### src/rtl/irq_ack_responder_pkg.sv
// Shared definitions for the interrupt-acknowledge responder: perturbation mode
// codes, FSM state encoding and the 16-bit LFSR step function.
package irq_ack_responder_pkg;

  localparam logic [31:0] PERT_MODE_STANDARD         = 32'd1;
  localparam logic [31:0] PERT_MODE_RANDOM           = 32'd2;
  localparam logic [31:0] PERT_MODE_PC_TRIG          = 32'd3;
  localparam logic [31:0] PERT_MODE_SOFTWARE_DEFINED = 32'd4;

  // Fibonacci taps for x^16+x^14+x^13+x^11+1 (state bits 15,13,12,10)
  localparam logic [15:0] LFSR16_TAPS = 16'hB400;

  typedef enum logic [1:0] {
    ST_IDLE    = 2'd0,
    ST_WAIT    = 2'd1,
    ST_ACK     = 2'd2,
    ST_HOLDOFF = 2'd3
  } ack_state_e;

  typedef enum logic [1:0] {
    RM_STANDARD = 2'd0,
    RM_RANDOM   = 2'd1,
    RM_PC_TRIG  = 2'd2,
    RM_SW       = 2'd3
  } req_mode_e;

  function automatic req_mode_e decode_mode(input logic [31:0] code);
    req_mode_e m;
    case (code)
      PERT_MODE_STANDARD:         m = RM_STANDARD;
      PERT_MODE_RANDOM:           m = RM_RANDOM;
      PERT_MODE_PC_TRIG:          m = RM_PC_TRIG;
      PERT_MODE_SOFTWARE_DEFINED: m = RM_SW;
      default:                    m = RM_STANDARD;
    endcase
    return m;
  endfunction

  function automatic logic [15:0] lfsr16_next(input logic [15:0] s);
    return {s[14:0], ^(s & LFSR16_TAPS)};
  endfunction

endpackage

### src/rtl/irq_ack_responder_lfsr16.sv
// Seeded free-running 16-bit Fibonacci LFSR; advances on every non-reset cycle
// and exposes its low OUT_W bits as a random latency.
module perturbation_lfsr16
  import irq_ack_responder_pkg::*;
#(
  parameter logic [15:0] SEED  = 16'hACE1,
  parameter int unsigned OUT_W = 8
) (
  input  logic             clk_i,
  input  logic             rst_i,
  output logic [OUT_W-1:0] value_o
);

  logic [15:0] r_state;

  // Shift register update; the seed must be nonzero or the sequence locks up.
  always_ff @(posedge clk_i) begin
    if (rst_i) begin
      r_state <= SEED;
    end else begin
      r_state <= lfsr16_next(r_state);
    end
  end

  assign value_o = r_state[OUT_W-1:0];

endmodule

### src/rtl/irq_ack_responder.sv
// Interrupt-acknowledge responder: captures a request from the perturbation
// generator and answers with a one-cycle ack whose timing follows the mode.
module irq_ack_responder
  import irq_ack_responder_pkg::*;
#(
  parameter int unsigned IRQ_ID_W  = 5,
  parameter int unsigned LAT_W     = 8,
  parameter logic [15:0] LFSR_SEED = 16'hACE1
) (
  input  logic                clk_i,
  input  logic                rst_i,
  input  logic                enable_i,
  input  logic [31:0]         mode_i,
  input  logic [LAT_W-1:0]    fixed_lat_i,
  input  logic [31:0]         pc_i,
  input  logic [31:0]         pc_trig_i,
  input  logic                sw_ack_i,
  input  logic                irq_i,
  input  logic [IRQ_ID_W-1:0] irq_id_i,
  output logic                irq_ack_o,
  output logic [IRQ_ID_W-1:0] irq_ack_id_o,
  output logic                busy_o,
  output logic                spurious_o,
  output logic [15:0]         ack_count_o
);

  localparam logic [LAT_W-1:0] CNT_ZERO  = {LAT_W{1'b0}};
  localparam logic [LAT_W-1:0] CNT_ONE   = {{(LAT_W-1){1'b0}}, 1'b1};
  localparam logic [15:0]      ACK_MAX   = 16'hFFFF;
  localparam logic [15:0]      ACK_ONE   = 16'h0001;

  ack_state_e          r_state;
  req_mode_e           r_mode;
  logic [IRQ_ID_W-1:0] r_id;
  logic [LAT_W-1:0]    r_cnt;
  logic                r_ack;
  logic [IRQ_ID_W-1:0] r_ack_id;
  logic                r_busy;
  logic                r_spurious;
  logic [15:0]         r_ack_count;

  logic [LAT_W-1:0]    w_lfsr_lat;
  req_mode_e           w_req_mode;
  logic [LAT_W-1:0]    w_load_lat;
  logic                w_exit;
  logic                w_cnt_mode;
  logic [15:0]         w_ack_count_next;

  perturbation_lfsr16 #(
    .SEED  (LFSR_SEED),
    .OUT_W (LAT_W)
  ) u_lfsr (
    .clk_i   (clk_i),
    .rst_i   (rst_i),
    .value_o (w_lfsr_lat)
  );

  assign w_req_mode = decode_mode(mode_i);
  assign w_cnt_mode = (r_mode == RM_STANDARD) || (r_mode == RM_RANDOM);
  assign w_ack_count_next = (r_ack_count == ACK_MAX) ? r_ack_count : r_ack_count + ACK_ONE;

  // Latency loaded at capture time; event-driven modes leave the counter idle.
  always_comb begin
    w_load_lat = CNT_ZERO;
    case (w_req_mode)
      RM_STANDARD: w_load_lat = fixed_lat_i;
      RM_RANDOM:   w_load_lat = w_lfsr_lat;
      default:     w_load_lat = CNT_ZERO;
    endcase
  end

  // WAIT exit condition, evaluated against the mode frozen at capture.
  always_comb begin
    w_exit = 1'b0;
    case (r_mode)
      RM_STANDARD: w_exit = (r_cnt == CNT_ZERO);
      RM_RANDOM:   w_exit = (r_cnt == CNT_ZERO);
      RM_PC_TRIG:  w_exit = (pc_i == pc_trig_i);
      RM_SW:       w_exit = sw_ack_i;
      default:     w_exit = 1'b0;
    endcase
  end

  // Request FSM with registered outputs; abort paths take priority over the ack.
  always_ff @(posedge clk_i) begin
    if (rst_i) begin
      r_state     <= ST_IDLE;
      r_mode      <= RM_STANDARD;
      r_id        <= {IRQ_ID_W{1'b0}};
      r_cnt       <= CNT_ZERO;
      r_ack       <= 1'b0;
      r_ack_id    <= {IRQ_ID_W{1'b0}};
      r_busy      <= 1'b0;
      r_spurious  <= 1'b0;
      r_ack_count <= 16'h0000;
    end else begin
      r_ack      <= 1'b0;
      r_ack_id   <= {IRQ_ID_W{1'b0}};
      r_spurious <= 1'b0;
      case (r_state)
        ST_IDLE: begin
          if (enable_i && irq_i) begin
            r_id    <= irq_id_i;
            r_mode  <= w_req_mode;
            r_cnt   <= w_load_lat;
            r_busy  <= 1'b1;
            r_state <= ST_WAIT;
          end
        end
        ST_WAIT: begin
          if (!enable_i) begin
            r_busy  <= 1'b0;
            r_state <= ST_IDLE;
          end else if (!irq_i) begin
            r_spurious <= 1'b1;
            r_busy     <= 1'b0;
            r_state    <= ST_IDLE;
          end else if (w_exit) begin
            r_ack       <= 1'b1;
            r_ack_id    <= r_id;
            r_ack_count <= w_ack_count_next;
            r_state     <= ST_ACK;
          end else if (w_cnt_mode) begin
            r_cnt <= r_cnt - CNT_ONE;
          end
        end
        ST_ACK: begin
          r_busy  <= 1'b0;
          r_state <= ST_HOLDOFF;
        end
        ST_HOLDOFF: begin
          r_state <= ST_IDLE;
        end
        default: begin
          r_busy  <= 1'b0;
          r_state <= ST_IDLE;
        end
      endcase
    end
  end

  assign irq_ack_o    = r_ack;
  assign irq_ack_id_o = r_ack_id;
  assign busy_o       = r_busy;
  assign spurious_o   = r_spurious;
  assign ack_count_o  = r_ack_count;

endmodule

### config.mk
export PLATFORM = sky130hd
export DESIGN_NAME = irq_ack_responder
export DESIGN_NICKNAME = d
export VERILOG_FILES = /design/src/rtl/irq_ack_responder_pkg.sv /design/src/rtl/irq_ack_responder_lfsr16.sv /design/src/rtl/irq_ack_responder.sv
export SDC_FILE = /design/constraint.sdc
export NUM_CORES = 1
export LEC_CHECK = 0
export ABC_AREA = 1
export BUFFER_PORTS_ARGS = -buffer_cell sky130_fd_sc_hd__buf_2
export CAP_MARGIN = 0
export CORE_AREA = 2 2 87 89
export DETAILED_ROUTE_END_ITERATION = 10
export DIE_AREA = 0 0 89 91
export PLACE_DENSITY = 0.79
export SKIP_CTS_REPAIR_TIMING = 1
export SLEW_MARGIN = 20
export SYNTH_ARGS = -nofsm -noshare
export SYNTH_HDL_FRONTEND = slang
export SYNTH_SLANG_ARGS = --single-unit
### constraint.sdc
create_clock -name clk_i -period 2.5 [get_ports clk_i]
set_clock_uncertainty 0.05 [all_clocks]
set_input_delay 0.5 -clock clk_i [delete_from_list [all_inputs] [get_ports clk_i]]
set_output_delay 0.5 -clock clk_i [all_outputs]
set_load 0.05 [all_outputs]
==> out/qor.txt <==
Seq cells post-synth: 57
worst reg2reg path depth: 8
H-tree depth: 3
outcome: finished, final reports clean
biggest area consumer among synthesized cells: dfxtp_1
DR WL/cell: 12.2 µm
Boundary Pins: 138
Slew HR: 61.0%
Vert. Die Dim: 91 µm
max-capacitance violation count: 0
GR Overflow Total: 0
Tmin final: 2270 ps
top cell type's share of synthesized area: 33.6%
Hold Startpoint: irq_i
Post-synth EDFFs: 0
first-pass iteration count of the detailed router: 5
CTS tree: yes
total power per unit cell area: 694 nW/µm²
Final Wtd Congestion: 0.843
final net count: 778
CP Capture Type: register
IO Port Bufs: 137
Max Used Layer: met4
core region area: 7140 µm²
sequential share of the synthesized area: 33.6%
Cells after DPL: 745
Initial Util: 47.7%
CP dominant cell by count: nand2_1
Hold WS: 282 ps
wire length on met2: 4.59 mm
Total Wirelength: 9.28 mm
area of the die: 8100 µm²
ys flop type: dfxtp_1
Root Buffer Master: clkbuf_8
RR Endpoint: r_cnt[7]
CP Max Fanout: 17
largest net degree at the start of global routing: 33
Die W: 89 µm
worst min-delay path class: input pin to register
hpwl dp: 7.25 mm
RSZ-0062 raised after global routing: no
maximum VDD drop: 483 µV
Worst-path clk slew: 70 ps
vias in the first global route: 3398
share of layout cells above drive strength 1: 26.3%
synth-to-layout area growth: 28.5%
sinks on the clock net: 57
Avg Synthesized Cell Area: 6.55 µm²
Syn. warnings: 0
FMAX: 440 MHz
Startpoint Class: register
sequence of cells on the critical path: ha_1 > inv_2 > nor2_4 > nand4_1 > nand2_1 > nand3_1 > nand2_1 > nor2_1
crit path max-delay cell type: nand2_1
row count: 31
synth top area cells: dfxtp_1 34%, nand2_1 16%, nor2_1 7.7%
Slowest Stage Delay on Critical Path: 420 ps
Synthesized Nets: 640
synth cell count leaders: 145 x nand2_1, 70 x nor2_1, 62 x inv_1
worst reg2reg setup slack: 230 ps
final setup fails: 0
wl on met1: 3.66 mm
hold endpoint: spurious_o
cell count after synthesis: 519
DR DRC count: 0
crit path DAT: 2440 ps
initial antenna violation count: 0
worst hold path depth: 2
Routed Antenna Nets: 0
Worst-Skew Late Latency: 330 ps
first-pass GRT wire length: 14.5 mm
Synth cell types: 31
asr flop ratio synth: 0%
fillers: 683
Inserted Clock Buffers: 9
fin crit share: 91.0%
Via density: 4.81
worst r2r src: r_state[0]
Slew Limit Fails: 0
Critical Path RT: 2670 ps
top-count cell post-synth: nand2_1
Syn Std Cell Area: 3400 µm²
Pleak: 2.21 nW
Non-Filler Instances: 761
n_diodes: 0
DR vias: 3662
Max Root-Sink Buffers: 2
WS Path Type: register to register
gr usage total: 22.9%
post-route setup TNS: 0 ps
final hold violations: 0
Worst-Margin Slew: 580 ps
routed length on met3: 843 µm
first-iteration detailed-routing DRC count: 219
## routing by layer
metal  track usage, %  up-vias
met5                0        -
met4             8.46        0
met3             6.36       20
met2             41.2      142
met1             24.9     1601
li1                 -     1899
## power breakdown
part | total (mW) | internal (mW) | switching [mW]
sequential | 1.10 | 1.02 | 0.0803
combinational | 1.05 | 0.406 | 0.642
clock | 0.890 | 0.511 | 0.379
total | 3.03 | 1.93 | 1.10
## worst max-delay path by stage
stage               slack (ps)            from         endpoint
floorplan                  290  ack_count_o[0]  ack_count_o[11]
global route                20        register         r_cnt[5]
global placement           250   pc_trig_i[11]  irq_ack_id_o[4]
CTS                        270        register         r_cnt[7]
detailed placement         140   pc_trig_i[10]  irq_ack_id_o[0]
finish                     230      r_state[0]         r_cnt[7]
## flip-flops by register name, summed over array words and instances, names as in the netlist, named ones only
register and count:
ack_count_o 16, u_lfsr.r_state 16, r_cnt 8, irq_ack_id_o 5
r_id 5, r_mode 2, busy_o 1, irq_ack_o 1
r_state 1, spurious_o 1
## area by class of cell
type | instances | area, µm² | area share, %
Clock inverter | 5 | 53.8 | 1.23
Clock buffer | 11 | 151 | 3.47
Multi-Input combinational cell | 387 | 1960 | 44.9
Sequential cell | 57 | 1140 | 26.1
Inverter | 63 | 236 | 5.41
Tap cell | 99 | 124 | 2.84
Timing Repair Buffer | 139 | 701 | 16.0
## placed cells by master, fill, tap and decap left out, types with 2 or more instances in the layout
cell      synthesis  final
a21oi_1          42     42
or2_2             8      8
nand2_1         145    145
nor4_1            2      2
ha_1              7      7
nor2_4            2      2
nor2_1           70     70
clkinv_2          0      3
xor2_1           10     10
xnor2_1          27     27
nor3_4            2      2
o21ai_0          12     12
nand3b_1          3      3
buf_2             1    137
nor3_1            4      4
buf_4             1      2
inv_1            62     62
nand4_1           6      6
clkbuf_8          0     11
nand2_2           2      2
nand3_1          38     38
dfxtp_1          57     57
## through the flow
stage	total power, mW	worst slack (ps)	cell area, µm²	util [%]
floorplan	1.88	290	3400	-
global placement	2.11	251	4160	58.3
detailed placement	2.15	136	4160	58.3
CTS	3.04	274	4370	61.2
global route	3.26	22.9	4370	61.2
finish	3.03	225	4370	61.2
## critical path: cells and delay by family, from the launching register on
family        cells  cell delay, ps
simple gates      6            1130
flops             1             410
buf+inv           1             210
fa+ha+maj         1             360
## kinds of logic after synthesis
family | Yosys count | synth area share, %
buffers and inverters | 75 | 8.76
and+or+nand+nor | 287 | 37.3
AOI/OAI and AO/OA | 56 | 8.31
DFF | 57 | 33.6
xor gates and xnor gates | 37 | 9.53
adders and majority gates | 7 | 2.58
Power figures use the tool's default switching activity.
